File: src/rtl/multiplicador_pkg.sv
// Shared types and helpers for the sequential fixed-point multiplier.
// Holds the FSM state enum and the output saturation-limit helpers.
package multiplicador_pkg;

    typedef enum logic [1:0] {
        IDLE,
        CALC,
        FIN,
        DONE
    } state_t;

    // Largest value representable in wo bits, returned right-aligned
    // in 64 bits. Signed ranges give up one bit to the sign.
    function automatic logic [63:0] sat_max(input int wo, input bit sgn);
        logic [63:0] v;
        v = '1;
        v = v >> (64 - wo + (sgn ? 1 : 0));
        return v;
    endfunction

    // Smallest value representable in wo bits (two's complement when
    // signed); only the low wo bits are meaningful.
    function automatic logic [63:0] sat_min(input int wo, input bit sgn);
        return sgn ? ~sat_max(wo, sgn) : 64'd0;
    endfunction

endpackage

File: src/rtl/multiplicador_secuencial_if.sv
// Upstream/downstream valid-ready bundle for the sequential multiplier.
// Ports: in1/in2/in_valid/in_ready (operands), out/ovf/out_valid/out_ready (result).
interface multiplicador_secuencial_if #(
    parameter int W1 = 24,
    parameter int W2 = 12,
    parameter int WO = 12
);
    logic [W1-1:0] in1;
    logic [W2-1:0] in2;
    logic          in_valid;
    logic          in_ready;
    logic [WO-1:0] out;
    logic          ovf;
    logic          out_valid;
    logic          out_ready;

    modport master (
        output in1, in2, in_valid, out_ready,
        input  in_ready, out, ovf, out_valid
    );

    modport slave (
        input  in1, in2, in_valid, out_ready,
        output in_ready, out, ovf, out_valid
    );
endinterface

File: src/rtl/multiplicador_sat.sv
// Combinational fixed-point rescale: optional round-half-up, right shift,
// then saturate or wrap to WO bits. Ports: i_p (product), o_res, o_ovf.
module multiplicador_sat
    import multiplicador_pkg::*;
#(
    parameter int WP     = 36,
    parameter int WO     = 12,
    parameter int SHIFT  = 12,
    parameter int SIGNED = 1,
    parameter int ROUND  = 1,
    parameter int SAT    = 1
) (
    input  logic [WP-1:0] i_p,
    output logic [WO-1:0] o_res,
    output logic          o_ovf
);
    // One guard bit above the product so the rounding add cannot overflow.
    localparam int WG = WP + 1;

    // (1 << SHIFT) >> 1 is 2^(SHIFT-1), and collapses to 0 when SHIFT=0.
    localparam logic [WG-1:0] RC =
        (ROUND != 0) ? ((WG'(1) << SHIFT) >> 1) : '0;

    localparam logic [WO-1:0] MAXV = WO'(sat_max(WO, SIGNED != 0));
    localparam logic [WO-1:0] MINV = WO'(sat_min(WO, SIGNED != 0));

    logic               w_sx;
    logic [WG-1:0]      w_ext;
    logic [WG-1:0]      w_sum;
    logic signed [WG-1:0] w_rs;
    logic [WG-1:0]      w_ru;
    logic [WG-1:0]      w_r;
    logic               w_fit_s;
    logic               w_fit_u;
    logic               w_fits;

    always_comb begin
        w_sx  = (SIGNED != 0) ? i_p[WP-1] : 1'b0;
        w_ext = {w_sx, i_p};
        w_sum = w_ext + RC;
        // Kept in separate signed/unsigned nets so the arithmetic shift
        // is not turned logical by a mixed-sign conditional.
        w_rs  = $signed(w_sum) >>> SHIFT;
        w_ru  = w_sum >> SHIFT;
        w_r   = (SIGNED != 0) ? w_rs : w_ru;

        // In range when the bits above the kept field are pure extension.
        w_fit_s = (&w_r[WG-1:WO-1]) | ~(|w_r[WG-1:WO-1]);
        w_fit_u = ~(|w_r[WG-1:WO]);
        w_fits  = (SIGNED != 0) ? w_fit_s : w_fit_u;

        o_res = w_r[WO-1:0];
        o_ovf = 1'b0;
        if (!w_fits) begin
            o_ovf = 1'b1;
            if (SAT != 0) begin
                if ((SIGNED != 0) && w_r[WG-1]) begin
                    o_res = MINV;
                end else begin
                    o_res = MAXV;
                end
            end
        end
    end

endmodule

File: src/rtl/multiplicador_secuencial.sv
// Radix-2 shift-add fixed-point multiplier with valid/ready handshakes.
// Ports: clk, rst (sync, active-high), io_bus (operands in, result out).
module multiplicador_secuencial
    import multiplicador_pkg::*;
#(
    parameter int W1     = 24,
    parameter int W2     = 12,
    parameter int WO     = 12,
    parameter int SHIFT  = 12,
    parameter int SIGNED = 1,
    parameter int ROUND  = 1,
    parameter int SAT    = 1
) (
    input  logic clk,
    input  logic rst,
    multiplicador_secuencial_if.slave io_bus
);
    localparam int WP = W1 + W2;
    localparam int CW = (W2 > 1) ? $clog2(W2) : 1;

    state_t        r_state;
    logic [WP-1:0] r_mcand;
    logic [W2-1:0] r_mplier;
    logic [WP-1:0] r_acc;
    logic [CW-1:0] r_cnt;
    logic [WO-1:0] r_out;
    logic          r_ovf;
    logic          r_in_ready;
    logic          r_out_valid;

    logic          w_sx;
    logic [WP-1:0] w_mext;
    logic [WP-1:0] w_addend;
    logic          w_last;
    logic [WP-1:0] w_acc_nxt;
    logic [WO-1:0] w_res;
    logic          w_ovf;

    always_comb begin
        w_sx     = (SIGNED != 0) ? io_bus.in1[W1-1] : 1'b0;
        w_mext   = {{W2{w_sx}}, io_bus.in1};
        w_addend = r_mcand << r_cnt;
        w_last   = (r_cnt == CW'(W2 - 1));
        w_acc_nxt = r_acc;
        if (r_mplier[0]) begin
            // Signed MSB carries weight -2^(W2-1): subtract its partial product.
            if (w_last && (SIGNED != 0)) begin
                w_acc_nxt = r_acc - w_addend;
            end else begin
                w_acc_nxt = r_acc + w_addend;
            end
        end
    end

    multiplicador_sat #(
        .WP     (WP),
        .WO     (WO),
        .SHIFT  (SHIFT),
        .SIGNED (SIGNED),
        .ROUND  (ROUND),
        .SAT    (SAT)
    ) u_sat (
        .i_p   (r_acc),
        .o_res (w_res),
        .o_ovf (w_ovf)
    );

    always_ff @(posedge clk) begin
        if (rst) begin
            r_state     <= IDLE;
            r_mcand     <= '0;
            r_mplier    <= '0;
            r_acc       <= '0;
            r_cnt       <= '0;
            r_out       <= '0;
            r_ovf       <= 1'b0;
            r_in_ready  <= 1'b1;
            r_out_valid <= 1'b0;
        end else begin
            unique case (r_state)
                IDLE: begin
                    if (io_bus.in_valid) begin
                        r_mcand    <= w_mext;
                        r_mplier   <= io_bus.in2;
                        r_acc      <= '0;
                        r_cnt      <= '0;
                        r_in_ready <= 1'b0;
                        r_state    <= CALC;
                    end
                end
                CALC: begin
                    r_acc    <= w_acc_nxt;
                    r_mplier <= r_mplier >> 1;
                    r_cnt    <= r_cnt + 1'b1;
                    if (w_last) begin
                        r_state <= FIN;
                    end
                end
                FIN: begin
                    r_out       <= w_res;
                    r_ovf       <= w_ovf;
                    r_out_valid <= 1'b1;
                    r_state     <= DONE;
                end
                DONE: begin
                    if (io_bus.out_ready) begin
                        r_out_valid <= 1'b0;
                        r_in_ready  <= 1'b1;
                        r_state     <= IDLE;
                    end
                end
                default: begin
                    r_state <= IDLE;
                end
            endcase
        end
    end

    assign io_bus.in_ready  = r_in_ready;
    assign io_bus.out       = r_out;
    assign io_bus.ovf       = r_ovf;
    assign io_bus.out_valid = r_out_valid;

endmodule

File: src/flat_wrapper.sv
// flat-port wrapper written by rule: the top's interface ports become plain ports
module multiplicador_secuencial_flat import multiplicador_pkg::*;
#(
    parameter int W1     = 24,
    parameter int W2     = 12,
    parameter int WO     = 12,
    parameter int SHIFT  = 12,
    parameter int SIGNED = 1,
    parameter int ROUND  = 1,
    parameter int SAT    = 1
)
  (clk, rst, io_bus_in1, io_bus_in2, io_bus_in_valid, io_bus_out_ready, io_bus_in_ready, io_bus_out, io_bus_ovf, io_bus_out_valid);
  multiplicador_secuencial_if #(.W1(W1), .W2(W2), .WO(WO)) io_bus_i ();
  input  logic clk;
  input  logic rst;
  input wire logic [$bits(io_bus_i.in1)-1:0] io_bus_in1;
  input wire logic [$bits(io_bus_i.in2)-1:0] io_bus_in2;
  input wire logic [$bits(io_bus_i.in_valid)-1:0] io_bus_in_valid;
  input wire logic [$bits(io_bus_i.out_ready)-1:0] io_bus_out_ready;
  output wire logic [$bits(io_bus_i.in_ready)-1:0] io_bus_in_ready;
  output wire logic [$bits(io_bus_i.out)-1:0] io_bus_out;
  output wire logic [$bits(io_bus_i.ovf)-1:0] io_bus_ovf;
  output wire logic [$bits(io_bus_i.out_valid)-1:0] io_bus_out_valid;
  assign io_bus_i.in1 = io_bus_in1;
  assign io_bus_i.in2 = io_bus_in2;
  assign io_bus_i.in_valid = io_bus_in_valid;
  assign io_bus_i.out_ready = io_bus_out_ready;
  assign io_bus_in_ready = io_bus_i.in_ready;
  assign io_bus_out = io_bus_i.out;
  assign io_bus_ovf = io_bus_i.ovf;
  assign io_bus_out_valid = io_bus_i.out_valid;
  multiplicador_secuencial #(.W1(W1), .W2(W2), .WO(WO), .SHIFT(SHIFT), .SIGNED(SIGNED), .ROUND(ROUND), .SAT(SAT)) u_core (.clk(clk), .rst(rst), .io_bus(io_bus_i));
endmodule
File: config.mk
export PLATFORM = sky130hd
export DESIGN_NAME = multiplicador_secuencial_flat
export DESIGN_NICKNAME = d
export VERILOG_FILES = /design/src/rtl/multiplicador_pkg.sv /design/src/rtl/multiplicador_secuencial_if.sv /design/src/rtl/multiplicador_sat.sv /design/src/rtl/multiplicador_secuencial.sv /design/src/flat_wrapper.sv
export SDC_FILE = /design/constraint.sdc
export NUM_CORES = 1
export LEC_CHECK = 0
export ABC_AREA = 1
export CAP_MARGIN = 30
export CORE_MARGIN = 2
export CORE_UTILIZATION = 44
export DETAILED_ROUTE_END_ITERATION = 8
export PLACE_DENSITY = 0.65
export SLEW_MARGIN = 20
export SYNTH_ARGS = -nofsm -noshare
export SYNTH_HDL_FRONTEND = slang
export SYNTH_HIERARCHICAL = 1
export SYNTH_SLANG_ARGS = --single-unit
File: constraint.sdc
create_clock -name clk -period 9.23 [get_ports clk]
set_clock_uncertainty 0.15 [all_clocks]
set_input_delay 2.3075 -clock clk [delete_from_list [all_inputs] [get_ports clk]]
set_output_delay 2.3075 -clock clk [all_outputs]
set_load 0.02 [all_outputs]
==> results.sh <==
export IMPL_synth_top_family_by_area="simple AND/OR/NAND/NOR gates"
export IMPL_synth_commonest_cells="nand2_1 (423), nor2_1 (178), nand3_1 (127)"
export IMPL_dr_pass1_iters=5
export IMPL_clock_path_buffers=2
export IMPL_arrival_ns=5.52
export IMPL_root_buffer="clkbuf_16"
export IMPL_synth_nets=1551
export IMPL_num_vias=9217
export IMPL_synth_edff_count=0
export IMPL_cts_setup_buffers=0
export IMPL_cap_violations=0
export IMPL_rsz0062_at_grt="no"
export IMPL_portBuffers=54
export IMPL_ys_flop_type="dfxtp_1"
export IMPL_outcome="complete, no violations"
export IMPL_synth_largest_area_cell="dfxtp_1"
export IMPL_ys_warn_count=6
export IMPL_tightest_slew_ns=0.884
export IMPL_drive_above_1_share_pct=8.77
export IMPL_synth_simple_area_share_pct=42.8
export IMPL_fp_dieW_um=145
export IMPL_clkLatencyLatePin_ns=0.36
export IMPL_regArea_um2=1860
export IMPL_clk_pin_slew_ns=0.08
export IMPL_use_met2_pct=38.2
export IMPL_via_per_inst=5.24
export IMPL_dieArea_um2=21100
export IMPL_slew_violations=0
export IMPL_grt_use_total_pct=23.1
export IMPL_syn_area_per_cell_um2=5.99
export IMPL_dp_hpwl_um=19500
export IMPL_grt_overflow=0
export IMPL_drtIter0Drc=635
export IMPL_place_congestion=0.923
export IMPL_wl_per_cell_um=14.0
export IMPL_worstRegToRegCells=34
export IMPL_core_area_um2=19500
export IMPL_cts_resized=0
export IMPL_multi_input_area_um2=6220
export IMPL_use_met3_pct=2.66
export IMPL_antennaDiodeCount=0
export IMPL_crit_fanout=31
export IMPL_antenna_found_initial=0
export IMPL_grt_max_degree=41
export IMPL_crit_type="in -> reg"
export IMPL_initial_core_util_pct=45.0
export IMPL_setup_tns_ns=0
export IMPL_layout_setup_ws_ns=3.80
export IMPL_synthAdderAreaFrac_pct=6.35
export IMPL_min_period_ns=5.43
export IMPL_synth_compound_area_share_pct=17.9
export IMPL_fillCellCount=2115
export IMPL_hold_violations=0
export IMPL_synth_seq_cells=93
export IMPL_synthMuxAreaShare_pct=0
export IMPL_drcViolationCount=0
export IMPL_yosys_area_share_xor_xnor_pct=3.69
export IMPL_cts_tree="done"
export IMPL_p_leak_nw=4.39
export IMPL_finalCritPeriodShare_pct=58.8
export IMPL_synth_most_common_cell="nand2_1"
export IMPL_cp_end_kind="register"
export IMPL_fp_row_count=51
export IMPL_power_mw=2.43
export IMPL_grt_pass1_wl_um=40600
export IMPL_area_growth_pct=11.2
export IMPL_nets=1572
export IMPL_required_ns=9.31
export IMPL_ios=55
export IMPL_vdd_drop_max_v=0.000103
export IMPL_clock_sinks=93
export IMPL_power_density_nw_per_um2=249
export IMPL_cts_hold_buf=0
export IMPL_cts_made_buffers=9
export IMPL_synth_area_um2=8790
export IMPL_grt_pass1_vias=8322
export IMPL_whs_path_depth=2
export IMPL_async_reset_ff_share_pct=0
export IMPL_htree_num_levels=3
export IMPL_ant_nets=0
export IMPL_slew_headroom_pct=41.0
export IMPL_top_usage_layer="met2"
export IMPL_die_y_um=145
export IMPL_hold_class="reg -> reg"
export IMPL_drt_wl_total_um=24600
export IMPL_fmax_mhz=184
export IMPL_ys_seq_area_share_pct=21.2
export IMPL_start_kind="input port"
export IMPL_dp_slack_ns=3.36
export IMPL_synth_area_leaders="dfxtp_1 (21%), nand2_1 (18%), nor2_1 (7.6%), nand3_1 (7.2%), a21oi_1 (6.7%)"
export IMPL_yosysTopAreaCellShare_pct=21.2
export IMPL_met1_usage_pct=32.5
export IMPL_final_setup_viol_count=0
export IMPL_syn_inst=1467
export IMPL_ys_types=48
## through the flow
| step | area (µm²) | instances | util, % | hold slack (ns) |
|---|---|---|---|---|
| floorplan | 8790 | 1467 | - | 0.290 |
| global placement | 9430 | 1741 | 48.3 | 0.307 |
| detailed placement | 9460 | 1742 | 48.5 | 0.307 |
| CTS | 9780 | 1758 | 50.1 | 0.319 |
| global route | 9780 | 1758 | 50.1 | 0.339 |
| finish | 9780 | 1758 | 50.1 | 0.317 |
## final timing paths
check	startpoint	end	slack, ns
worst max-delay path	io_bus_in_valid	u_core/r_acc[13]$_SDFFE_PP0P_	3.80
worst min-delay path	u_core/r_mcand[1]$_SDFFE_PP0P_	u_core/r_mcand[1]$_SDFFE_PP0P_	0.32
worst max register to register	u_core/r_cnt[0]$_SDFFE_PP0P_	u_core/r_acc[35]$_SDFFE_PP0P_	4.25
worst min register to register	u_core/r_mcand[1]$_SDFFE_PP0P_	u_core/r_mcand[1]$_SDFFE_PP0P_	0.32
## layout make-up
| cell class | instances | share of cell area [%] |
|---|---|---|
| Clock buffer | 9 | 2.30 |
| Clock inverter | 7 | 0.909 |
| Inverter | 111 | 4.34 |
| Multi-Input combinational cell | 1210 | 63.6 |
| Sequential cell | 93 | 19.0 |
| Tap cell | 265 | 3.39 |
| Timing Repair Buffer | 63 | 6.43 |
## per-layer routing
| layer | up-vias | share of wire (%) |
|---|---|---|
| met3 | 20 | 4.7 |
| met2 | 193 | 46 |
| met1 | 4107 | 48 |
| li1 | 4897 | - |
| met4 | 0 | 1.2 |
| met5 | - | 0 |
## kinds of logic (layout without fill, tap and decap cells)
family,after synthesis,count (layout)
XOR/XNOR,37,37
adder cells (fa/ha/maj),44,44
AND/OR/NAND/NOR,840,840
flip-flops,93,93
AO/OA/AOI/OAI,289,289
buffers and inverters,164,190
## worst max-delay path: stages
cell             delay (ns)
clkdlybuf4s50_1        0.49
nand2_1                0.49
o21ai_2                0.60
inv_2                  0.18
a21oi_1                0.37
clkinv_1               0.57
buf_16                 0.36
nand2_1                0.07
a21oi_1                0.07
## where the power goes
part	total [mW]	leakage, nW	switching, mW	internal, mW
Sequential	0.546	0.760	0.0582	0.488
Clock	0.391	0.152	0.196	0.195
Combinational	1.50	3.47	1.00	0.493
Total	2.43	4.39	1.26	1.18
## sequential cells by signal (all words and copies together) (netlist names), 2 cells and up
name,flops
u_core/r_mcand,24
u_core/r_acc,36
u_core/r_state,2
u_core/io_bus.out,12
u_core/r_cnt,4
u_core/r_mplier,12
## cells in the final DEF, fill, tap and decap left out, types with 6 or more instances in the layout
| cell type | synthesis | layout |
|---|---|---|
| o21ai_1 | 27 | 27 |
| nor2_1 | 178 | 178 |
| clkdlybuf4s50_1 | 0 | 54 |
| nor2_2 | 18 | 18 |
| a31oi_1 | 15 | 15 |
| dfxtp_1 | 93 | 93 |
| ha_1 | 43 | 43 |
| nor2_4 | 7 | 7 |
| inv_2 | 13 | 13 |
| a21o_1 | 6 | 6 |
| xor2_1 | 27 | 27 |
| o21ai_0 | 94 | 94 |
| nand2_2 | 24 | 24 |
| clkbuf_16 | 0 | 9 |
| nand4_1 | 11 | 11 |
| nor3_1 | 9 | 9 |
| nand3_1 | 127 | 127 |
| nand3_2 | 20 | 20 |
| inv_1 | 94 | 94 |
| nand2_1 | 423 | 423 |
| a21oi_1 | 118 | 118 |
| buf_4 | 4 | 8 |
| xnor2_1 | 10 | 10 |
| nand2_4 | 7 | 7 |
Note: power is estimated with default switching activity, not from simulation.
